===== src/rtl/masked_kat_pkg.sv =====
// rtl/masked_kat_pkg.sv - KAT vectors, FSM states and LFSR helpers for the masked AES KAT sequencer
package masked_kat_pkg;

   typedef enum logic [2:0] {
      IDLE,
      RST_HOLD,
      FEED,
      WAIT_DONE,
      CHECK,
      FINISH
   } seqState_t;

   localparam logic [31:0] LFSR_POLY = 32'h80200003;

   localparam logic [127:0] KAT_KEY = 128'h3c4fcf098815f7aba6d2ae2816157e2b;

   // The four base vectors repeat to fill the 16-entry ROM.
   localparam logic [127:0] KAT_PT [16] = '{
      128'h340737e0a29831318d305a88a8f64332, 128'h0,
      128'h0123456789abcdef0123456789abcdef, 128'h00112233445566778899aabbccddeeff,
      128'h340737e0a29831318d305a88a8f64332, 128'h0,
      128'h0123456789abcdef0123456789abcdef, 128'h00112233445566778899aabbccddeeff,
      128'h340737e0a29831318d305a88a8f64332, 128'h0,
      128'h0123456789abcdef0123456789abcdef, 128'h00112233445566778899aabbccddeeff,
      128'h340737e0a29831318d305a88a8f64332, 128'h0,
      128'h0123456789abcdef0123456789abcdef, 128'h00112233445566778899aabbccddeeff
   };

   localparam logic [127:0] KAT_CT [16] = '{
      128'h320b6a19978511dcfb09dc021d842539, 128'h6f541bb947f0423eb399b81a0c6bf77d,
      128'h67f231d4d67ef497245075cfa63b5ae0, 128'hc1b8350e659b5d432f1bb87a1c67492f,
      128'h320b6a19978511dcfb09dc021d842539, 128'h6f541bb947f0423eb399b81a0c6bf77d,
      128'h67f231d4d67ef497245075cfa63b5ae0, 128'hc1b8350e659b5d432f1bb87a1c67492f,
      128'h320b6a19978511dcfb09dc021d842539, 128'h6f541bb947f0423eb399b81a0c6bf77d,
      128'h67f231d4d67ef497245075cfa63b5ae0, 128'hc1b8350e659b5d432f1bb87a1c67492f,
      128'h320b6a19978511dcfb09dc021d842539, 128'h6f541bb947f0423eb399b81a0c6bf77d,
      128'h67f231d4d67ef497245075cfa63b5ae0, 128'hc1b8350e659b5d432f1bb87a1c67492f
   };

   // Right-shifting Galois step; the mask lands on the MSB side.
   function automatic logic [31:0] lfsrStep(input logic [31:0] s);
      return {1'b0, s[31:1]} ^ (s[0] ? LFSR_POLY : 32'h0);
   endfunction

endpackage


===== src/rtl/masked_kat_sequencer_if.sv =====
// rtl/masked_kat_sequencer_if.sv - Signal bundle between the KAT sequencer and the masked Cipher core
interface masked_kat_sequencer_if #(
   parameter int NUM_SHARES = 2,
   parameter int RAND_W     = 160
);
   logic                      dut_rst;
   logic [128*NUM_SHARES-1:0] dut_in;
   logic [128*NUM_SHARES-1:0] dut_key;
   logic [RAND_W-1:0]         dut_r;
   logic [128*NUM_SHARES-1:0] dut_out;
   logic                      dut_done;

   modport master (
      output dut_rst, dut_in, dut_key, dut_r,
      input  dut_out, dut_done
   );

   modport slave (
      input  dut_rst, dut_in, dut_key, dut_r,
      output dut_out, dut_done
   );
endinterface


===== src/rtl/masked_kat_sequencer_mask_lfsr.sv =====
// rtl/masked_kat_sequencer_mask_lfsr.sv - 32-bit Galois LFSR unrolled to an arbitrary-width mask word
module mask_lfsr
   import masked_kat_pkg::*;
#(
   parameter int OUT_W = 288
) (
   input  logic             clk,
   input  logic             rst,
   input  logic             load,
   input  logic             en,
   input  logic [31:0]      seed,
   output logic [OUT_W-1:0] rnd
);
   localparam int WORDS = (OUT_W + 31) / 32;

   logic [31:0]         lfsrState;
   logic [31:0]         nextState;
   logic [WORDS*32-1:0] taps;

   // Word j is the state after j steps; the register jumps WORDS steps per cycle.
   always_comb begin
      logic [31:0] s;
      s    = lfsrState;
      taps = '0;
      for (int j = 0; j < WORDS; j++) begin
         taps[j*32 +: 32] = s;
         s = lfsrStep(s);
      end
      nextState = s;
   end

   always_ff @(posedge clk) begin
      if (rst) begin
         lfsrState <= 32'h1;
      end else if (load) begin
         lfsrState <= (seed == 32'h0) ? 32'h1 : seed;
      end else if (en) begin
         lfsrState <= nextState;
      end
   end

   assign rnd = taps[OUT_W-1:0];

endmodule


===== src/rtl/masked_kat_sequencer.sv =====
// rtl/masked_kat_sequencer.sv - Streams masked KAT vectors into the Cipher core and checks the recombined results
module masked_kat_sequencer
   import masked_kat_pkg::*;
#(
   parameter int NUM_SHARES = 2,
   parameter int N_VEC      = 5,
   parameter int RAND_W     = 160,
   parameter int RST_CYCLES = 20,
   parameter int TIMEOUT    = 1023
) (
   input  logic                     clk,
   input  logic                     rst,
   input  logic                     start,
   input  logic                     mask_en,
   input  logic [31:0]              seed,
   masked_kat_sequencer_if.master   core,
   output logic                     busy,
   output logic                     pass,
   output logic                     fail,
   output logic                     timeout,
   output logic [4:0]               err_cnt,
   output logic [3:0]               first_err_idx
);
   localparam int SW = 128 * NUM_SHARES;
   localparam int MW = 128 * (NUM_SHARES - 1);
   localparam int TW = $clog2(TIMEOUT + 1);
   localparam int HW = $clog2(RST_CYCLES + 1);

   seqState_t          state;
   logic [HW-1:0]      holdCnt;
   logic [TW-1:0]      waitCnt;
   logic [3:0]         vecIdx;
   logic [3:0]         chkIdx;
   logic               doneQ;
   logic [MW+RAND_W-1:0] rnd;
   logic [MW-1:0]      masks;
   logic [RAND_W-1:0]  rFresh;
   logic               startOk;
   logic               doneRise;
   logic               checking;
   logic               vecBad;

   function automatic logic [SW-1:0] share(input logic [127:0] v, input logic [MW-1:0] m);
      logic [127:0] acc;
      acc = v;
      for (int i = 0; i < NUM_SHARES - 1; i++) acc ^= m[i*128 +: 128];
      return {m, acc};
   endfunction

   function automatic logic [127:0] recombine(input logic [SW-1:0] s);
      logic [127:0] acc;
      acc = '0;
      for (int i = 0; i < NUM_SHARES; i++) acc ^= s[i*128 +: 128];
      return acc;
   endfunction

   assign startOk  = start && (state == IDLE);
   assign masks    = mask_en ? rnd[MW-1:0] : '0;
   assign rFresh   = mask_en ? rnd[MW+RAND_W-1:MW] : '0;
   assign doneRise = core.dut_done && !doneQ;
   assign checking = (state == CHECK) || (state == WAIT_DONE && doneRise);
   // A dropped done during CHECK means the core lost a vector: score it as a miss.
   assign vecBad   = !core.dut_done || (recombine(core.dut_out) != KAT_CT[chkIdx]);

   mask_lfsr #(.OUT_W(MW + RAND_W)) uLfsr (
      .clk  (clk),
      .rst  (rst),
      .load (startOk),
      .en   (busy),
      .seed (seed),
      .rnd  (rnd)
   );

   always_ff @(posedge clk) begin
      if (rst) begin
         state         <= IDLE;
         busy          <= 1'b0;
         pass          <= 1'b0;
         fail          <= 1'b0;
         timeout       <= 1'b0;
         err_cnt       <= '0;
         first_err_idx <= '0;
         core.dut_rst  <= 1'b1;
         core.dut_in   <= '0;
         core.dut_key  <= '0;
         core.dut_r    <= '0;
         holdCnt       <= '0;
         waitCnt       <= '0;
         vecIdx        <= '0;
         chkIdx        <= '0;
         doneQ         <= 1'b0;
      end else begin
         doneQ      <= core.dut_done;
         core.dut_r <= rFresh;
         case (state)
            IDLE: begin
               if (start) begin
                  pass          <= 1'b0;
                  fail          <= 1'b0;
                  timeout       <= 1'b0;
                  err_cnt       <= '0;
                  first_err_idx <= '0;
                  busy          <= 1'b1;
                  core.dut_rst  <= 1'b1;
                  core.dut_in   <= share(KAT_PT[0], masks);
                  core.dut_key  <= share(KAT_KEY, masks);
                  holdCnt       <= '0;
                  state         <= RST_HOLD;
               end
            end
            RST_HOLD: begin
               core.dut_in <= share(KAT_PT[0], masks);
               if (holdCnt == HW'(RST_CYCLES - 1)) begin
                  vecIdx <= '0;
                  state  <= FEED;
               end else begin
                  holdCnt <= holdCnt + 1'b1;
               end
            end
            FEED: begin
               // dut_in is loaded one cycle ahead so FEED cycle k shows vector k.
               if (vecIdx == 4'(N_VEC - 1)) begin
                  core.dut_rst <= 1'b0;
                  waitCnt      <= '0;
                  chkIdx       <= '0;
                  state        <= WAIT_DONE;
               end else begin
                  vecIdx      <= vecIdx + 4'd1;
                  core.dut_in <= share(KAT_PT[vecIdx + 4'd1], masks);
               end
            end
            WAIT_DONE: begin
               if (doneRise) begin
                  if (N_VEC == 1) begin
                     core.dut_rst <= 1'b1;
                     state        <= FINISH;
                  end else begin
                     chkIdx <= 4'd1;
                     state  <= CHECK;
                  end
               end else if (waitCnt == TW'(TIMEOUT - 1)) begin
                  timeout      <= 1'b1;
                  core.dut_rst <= 1'b1;
                  state        <= FINISH;
               end else begin
                  waitCnt <= waitCnt + 1'b1;
               end
            end
            CHECK: begin
               if (chkIdx == 4'(N_VEC - 1)) begin
                  core.dut_rst <= 1'b1;
                  state        <= FINISH;
               end else begin
                  chkIdx <= chkIdx + 4'd1;
               end
            end
            FINISH: begin
               pass  <= (err_cnt == 5'd0) && !timeout;
               fail  <= !((err_cnt == 5'd0) && !timeout);
               busy  <= 1'b0;
               state <= IDLE;
            end
            default: state <= IDLE;
         endcase

         if (checking && vecBad) begin
            if (err_cnt == 5'd0) first_err_idx <= chkIdx;
            if (err_cnt != 5'd31) err_cnt <= err_cnt + 5'd1;
         end
      end
   end

endmodule


===== src/flat_wrapper.sv =====
// flat-port wrapper written by rule: the top's interface ports become plain ports
module masked_kat_sequencer_flat import masked_kat_pkg::*;
#(
   parameter int NUM_SHARES = 2,
   parameter int N_VEC      = 5,
   parameter int RAND_W     = 160,
   parameter int RST_CYCLES = 20,
   parameter int TIMEOUT    = 1023
)
  (clk, rst, start, mask_en, seed, busy, pass, fail, timeout, err_cnt, first_err_idx, core_dut_rst, core_dut_in, core_dut_key, core_dut_r, core_dut_out, core_dut_done);
  masked_kat_sequencer_if #(.NUM_SHARES(NUM_SHARES), .RAND_W(RAND_W)) core_i ();
  input  logic clk;
  input  logic rst;
  input  logic start;
  input  logic mask_en;
  input  logic [31:0] seed;
  output logic busy;
  output logic pass;
  output logic fail;
  output logic timeout;
  output logic [4:0] err_cnt;
  output logic [3:0] first_err_idx;
  output wire logic [$bits(core_i.dut_rst)-1:0] core_dut_rst;
  output wire logic [$bits(core_i.dut_in)-1:0] core_dut_in;
  output wire logic [$bits(core_i.dut_key)-1:0] core_dut_key;
  output wire logic [$bits(core_i.dut_r)-1:0] core_dut_r;
  input wire logic [$bits(core_i.dut_out)-1:0] core_dut_out;
  input wire logic [$bits(core_i.dut_done)-1:0] core_dut_done;
  assign core_dut_rst = core_i.dut_rst;
  assign core_dut_in = core_i.dut_in;
  assign core_dut_key = core_i.dut_key;
  assign core_dut_r = core_i.dut_r;
  assign core_i.dut_out = core_dut_out;
  assign core_i.dut_done = core_dut_done;
  masked_kat_sequencer #(.NUM_SHARES(NUM_SHARES), .N_VEC(N_VEC), .RAND_W(RAND_W), .RST_CYCLES(RST_CYCLES), .TIMEOUT(TIMEOUT)) u_core (.clk(clk), .rst(rst), .start(start), .mask_en(mask_en), .seed(seed), .core(core_i), .busy(busy), .pass(pass), .fail(fail), .timeout(timeout), .err_cnt(err_cnt), .first_err_idx(first_err_idx));
endmodule

===== config.mk =====
export PLATFORM = sky130hd
export DESIGN_NAME = masked_kat_sequencer_flat
export DESIGN_NICKNAME = d
export VERILOG_FILES = /design/src/rtl/masked_kat_pkg.sv /design/src/rtl/masked_kat_sequencer_if.sv /design/src/rtl/masked_kat_sequencer_mask_lfsr.sv /design/src/rtl/masked_kat_sequencer.sv /design/src/flat_wrapper.sv
export SDC_FILE = /design/constraint.sdc
export NUM_CORES = 1
export LEC_CHECK = 0
export CELL_PAD_IN_SITES_DETAIL_PLACEMENT = 2
export CELL_PAD_IN_SITES_GLOBAL_PLACEMENT = 2
export CORE_AREA = 8 8 374 376
export DETAILED_ROUTE_END_ITERATION = 12
export DIE_AREA = 0 0 382 384
export PLACE_DENSITY = 0.54
export REMOVE_ABC_BUFFERS = 1
export SETUP_SLACK_MARGIN = 0.3
export SYNTH_ARGS = -nofsm -noshare
export SYNTH_HDL_FRONTEND = slang
export SYNTH_SLANG_ARGS = --single-unit

===== constraint.sdc =====
create_clock -name clk -period 3.1 [get_ports clk]
set_input_delay 0.465 -clock clk [delete_from_list [all_inputs] [get_ports clk]]
set_output_delay 0.465 -clock clk [all_outputs]
set_load 0.02 [all_outputs]

==> flow_summary_export.csv <==
group,metric,value,unit
global_route,grt_max_degree,82,
sta,fin_skew,0.0199,ns
critical_path,reg2reg_to,"u_core.err_cnt[3]$_SDFF_PP0_",
sta,slew_viol_final,0,
yosys,ys_seq_elements,327,
global_route,antenna_found_initial,23,
floorplan,std_cell_rows,135,
floorplan,io-pin-count,979,
power_and_ir_drop,peakVddDrop,0.379,mV
min_path,hp-start,"rst",
drt,drc,0,
place,port_buffers,978,
sta,period_minus_slack,3.15,ns
sta,rsz0062_at_grt,"yes",
drt,drtAntennaViolNets,0,
clock_network,cts_sinks,327,
floorplan,dieHeight,384,um
drt,vias,17500,
drt,wl_per_cell,23.7,um
cells_and_area,multiInputGateArea,8390,sq um
critical_path,arrival,3.67,ns
floorplan,fp.dieArea,147000,sq um
cells_and_area,drive_gt1_share,9.17,%
drt,via_per_inst,3.71,
yosys,synth-edff-count,0,
clock_network,hold_buffers,0,
power_and_ir_drop,powerDensity,859,nW/um^2
sta,fin_crit_sh,101,%
sta,slew_headroom,37.8,%
yosys,synth_area_leaders,"dfxtp_1, buf_4, xor2_1, nor2_1, a21oi_1",
yosys,synth_common_cells,"buf_4, nor2_1, dfxtp_1, a21oi_1, nand2_1",
yosys,yosysTopAreaCellShare,35.5,%
sta,setup_viol,9,
yosys,syn_area_per_cell,8.18,sq um
place,place_hpwl,91.2,mm
sta,max_slew.worst_pin.slew,0.920,ns
yosys,synth_ff_type,"dfxtp_1",
clock_network,cts_htree_levels,2,
global_route,grt_use_total,14.3,%
clock_network,clockBufferDepth,3,
critical_path,worstSetupPathType,"reg -> reg",
cells_and_area,fin_nets,3190,
yosys,yosysUniqueCellTypes,74,
floorplan,core,134000,sq um
yosys,ys_warn_count,0,
critical_path,worstRegToRegCells,16,
cells_and_area,fin_area,29900,sq um
place,gp_congestion,0.797,
clock_network,worstSkewPairLatency,0.61,ns
yosys,synth_most_common_cell,"buf_4",
global_route,grt_pass1_wl,152,mm
clock_network,cts_root_buf,"clkbuf_16",
critical_path,reg2reg_slack,-0.05,ns
global_route,grt_pass1_vias,18900,
status,status,"finished with violations",
power_and_ir_drop,leakage,10.7,nW
global_route,grt-ovfl-total,0,
critical_path,cp-start-kind,"flop",
place,place_area,28000,sq um
yosys,synth_area,18400,sq um
min_path,hold_path.class,"in -> reg",
place,dp_slack,-0.454,ns
critical_path,worst-path-max-fanout,4,
cells_and_area,seq_area,6550,sq um
sta,finalWorstSetupSlack,-0.0464,ns
min_path,hold_depth,2,
clock_network,cts_tree,"built",
floorplan,die_w,382,um
min_path,hold_path_end,"u_core.vecIdx[1]$_SDFFE_PP0P_",
status,violations,"negative setup slack",
yosys,synth_top_area_cell,"dfxtp_1",
sta,hold_violations,0,
cells_and_area,post-route-util,22.2,%
drt,drt_pre_antenna_iters,4,
clock_network,clk_pin_slew_worst_paths,0.06,ns
yosys,async_reset_ff_share,0,%
clock_network,cts-buffers-inserted,45,
cells_and_area,syn_to_final_growth,61.9,%
yosys,syn_inst,2255,
drt,wl,111,mm
sta,max_freq,0.318,GHz
yosys,seq_area_frac_synth,35.5,%
floorplan,start_util,13.7,%
critical_path,crit_required,3.62,ns
cells_and_area,fillers,15300,
critical_path,rr_startpoint,"u_core.chkIdx[1]$_SDFFE_PP0P_",
drt,drt_iter0_markers,615,
job,max-cap-violations,0,
critical_path,worstSetupEndpointType,"flop",
==> sequential cells by signal, indices dropped and copies added, names as in the netlist, 3 cells and up <==
register	cells
u_core.chkIdx	4
u_core.waitCnt	10
u_core.state	3
u_core.holdCnt	5
u_core.vecIdx	4
u_core.core.dut_in	135
u_core.err_cnt	5
u_core.core.dut_key	75
u_core.first_err_idx	4
u_core.uLfsr.lfsrState	32
u_core.core.dut_r	44
==> worst max-delay path, cell delays in order (launching register included) <==
cell,delay (ns)
dfxtp_2,0.34
inv_2,0.06
buf_6,0.12
ha_4,0.16
buf_6,0.12
buf_6,0.12
xor2_2,0.14
xnor2_1,0.16
nand4_1,0.13
nor4_2,0.30
buf_4,0.17
nand4_1,0.15
buf_4,0.20
o41ai_4,0.44
buf_4,0.21
o211ai_1,0.09
a21oi_1,0.17
==> repair_timing <==
item / 4_1_cts / 5_1_grt
pin swaps: 22 / 9
cloned: 1 / 0
setup buffers: 4 / 3
endpoints found under the setup margin: 13 / 13
resized for setup: 24 / 7
==> cell type report <==
class | count | share of cell area (%)
Inverter | 19 | 0.239
Multi-Input combinational cell | 1372 | 28.1
Antenna cell | 11 | 0.0922
Timing Repair Buffer | 1112 | 36.8
Sequential cell | 327 | 21.9
Clock inverter | 18 | 0.930
Tap cell | 1781 | 7.46
Clock buffer | 64 | 4.44
==> logic make-up after synthesis <==
group	Yosys count	synth area share (%)
flip-flops	327	35.5
multiplexers	24	1.32
adder cells (fa/ha/maj)	20	1.36
XOR/XNOR	269	13.5
buffers and inverters	556	20.0
AO/OA/AOI/OAI	336	11.3
AND/OR/NAND/NOR	723	17.1
==> through the flow <==
step / TNS, ns / cells / total power, mW / hold WS, ns
after floorplan: -185.36 / 1718 / 12.7 / 0.458
after global placement: -4.66 / 4603 / 20.3 / 0.440
after detailed placement: -3.95 / 4603 / 20.4 / 0.450
after CTS: -0.000510 / 4690 / 26.4 / 0.220
after global routing: -1.34 / 4697 / 27.4 / 0.269
final: -0.158 / 4704 / 25.7 / 0.293
==> per-layer routing <==
| metal | part of all wire [%] | vias up | routed length (um) | track usage, % |
|---|---|---|---|---|
| met5 | 0.080 | - | 89 | 0 |
| met4 | 1.8 | 14 | 2000 | 3.07 |
| met3 | 7.0 | 97 | 7810 | 4.08 |
| met2 | 47 | 553 | 52500 | 23.9 |
| met1 | 44 | 8505 | 48900 | 18.3 |
| li1 | - | 8306 | - | - |
==> placed cells by master, fill, tap and decap left out, types with 5 or more instances in the layout <==
cell type	netlist	final
clkdlybuf4s50_1	0	976
nor2_1	363	361
dfxtp_1	327	323
a21oi_1	173	173
nand2_1	173	171
xor2_1	163	162
buf_4	419	114
xnor2_1	94	92
a211oi_1	77	77
nor3_1	62	59
clkbuf_16	0	45
nand3_1	25	24
mux2i_1	22	21
o21ai_0	21	21
nand4_1	20	20
inv_1	15	15
o211ai_1	14	14
ha_1	20	14
buf_12	0	14
clkbuf_8	0	13
nor4_1	13	12
diode_2	0	11
and3_1	14	11
a22oi_1	9	9
nand2b_1	8	8
nor2b_1	8	8
or3_1	8	8
o22ai_1	8	8
xor2_2	5	6
bufinv_16	0	6
clkbuf_1	89	6
buf_6	2	6
ha_4	0	5
==> how the worst max path moves through the flow <==
stage                                  start                                       to  slack (ns)  depth (start not counted)
6_report       u_core.chkIdx[1]$_SDFFE_PP0P_             u_core.err_cnt[3]$_SDFF_PP0_       -0.05                         16
3_5_place_dp               core_dut_out[125]       u_core.first_err_idx[3]$_SDFF_PP0_       -0.45                         11
5_1_grt        u_core.chkIdx[1]$_SDFFE_PP0P_       u_core.first_err_idx[0]$_SDFF_PP0_       -0.17                         16
4_1_cts        u_core.chkIdx[1]$_SDFFE_PP0P_             u_core.err_cnt[0]$_SDFF_PP0_     -0.0005                         16
2_1_floorplan   u_core.state[0]$_SDFFE_PP0P_  u_core.uLfsr.lfsrState[20]$_SDFFE_PP0P_       -1.99                          7
3_3_place_gp               core_dut_out[125]       u_core.first_err_idx[3]$_SDFF_PP0_       -0.54                         11
==> power breakdown <==
group          switching [mW]  internal (mW)  total, mW
logic                    7.86           5.60       13.5
clock network            2.22           3.49       5.71
registers                1.15           5.34       6.49
total                    11.2           14.4       25.7
Power figures use the tool's default switching activity.
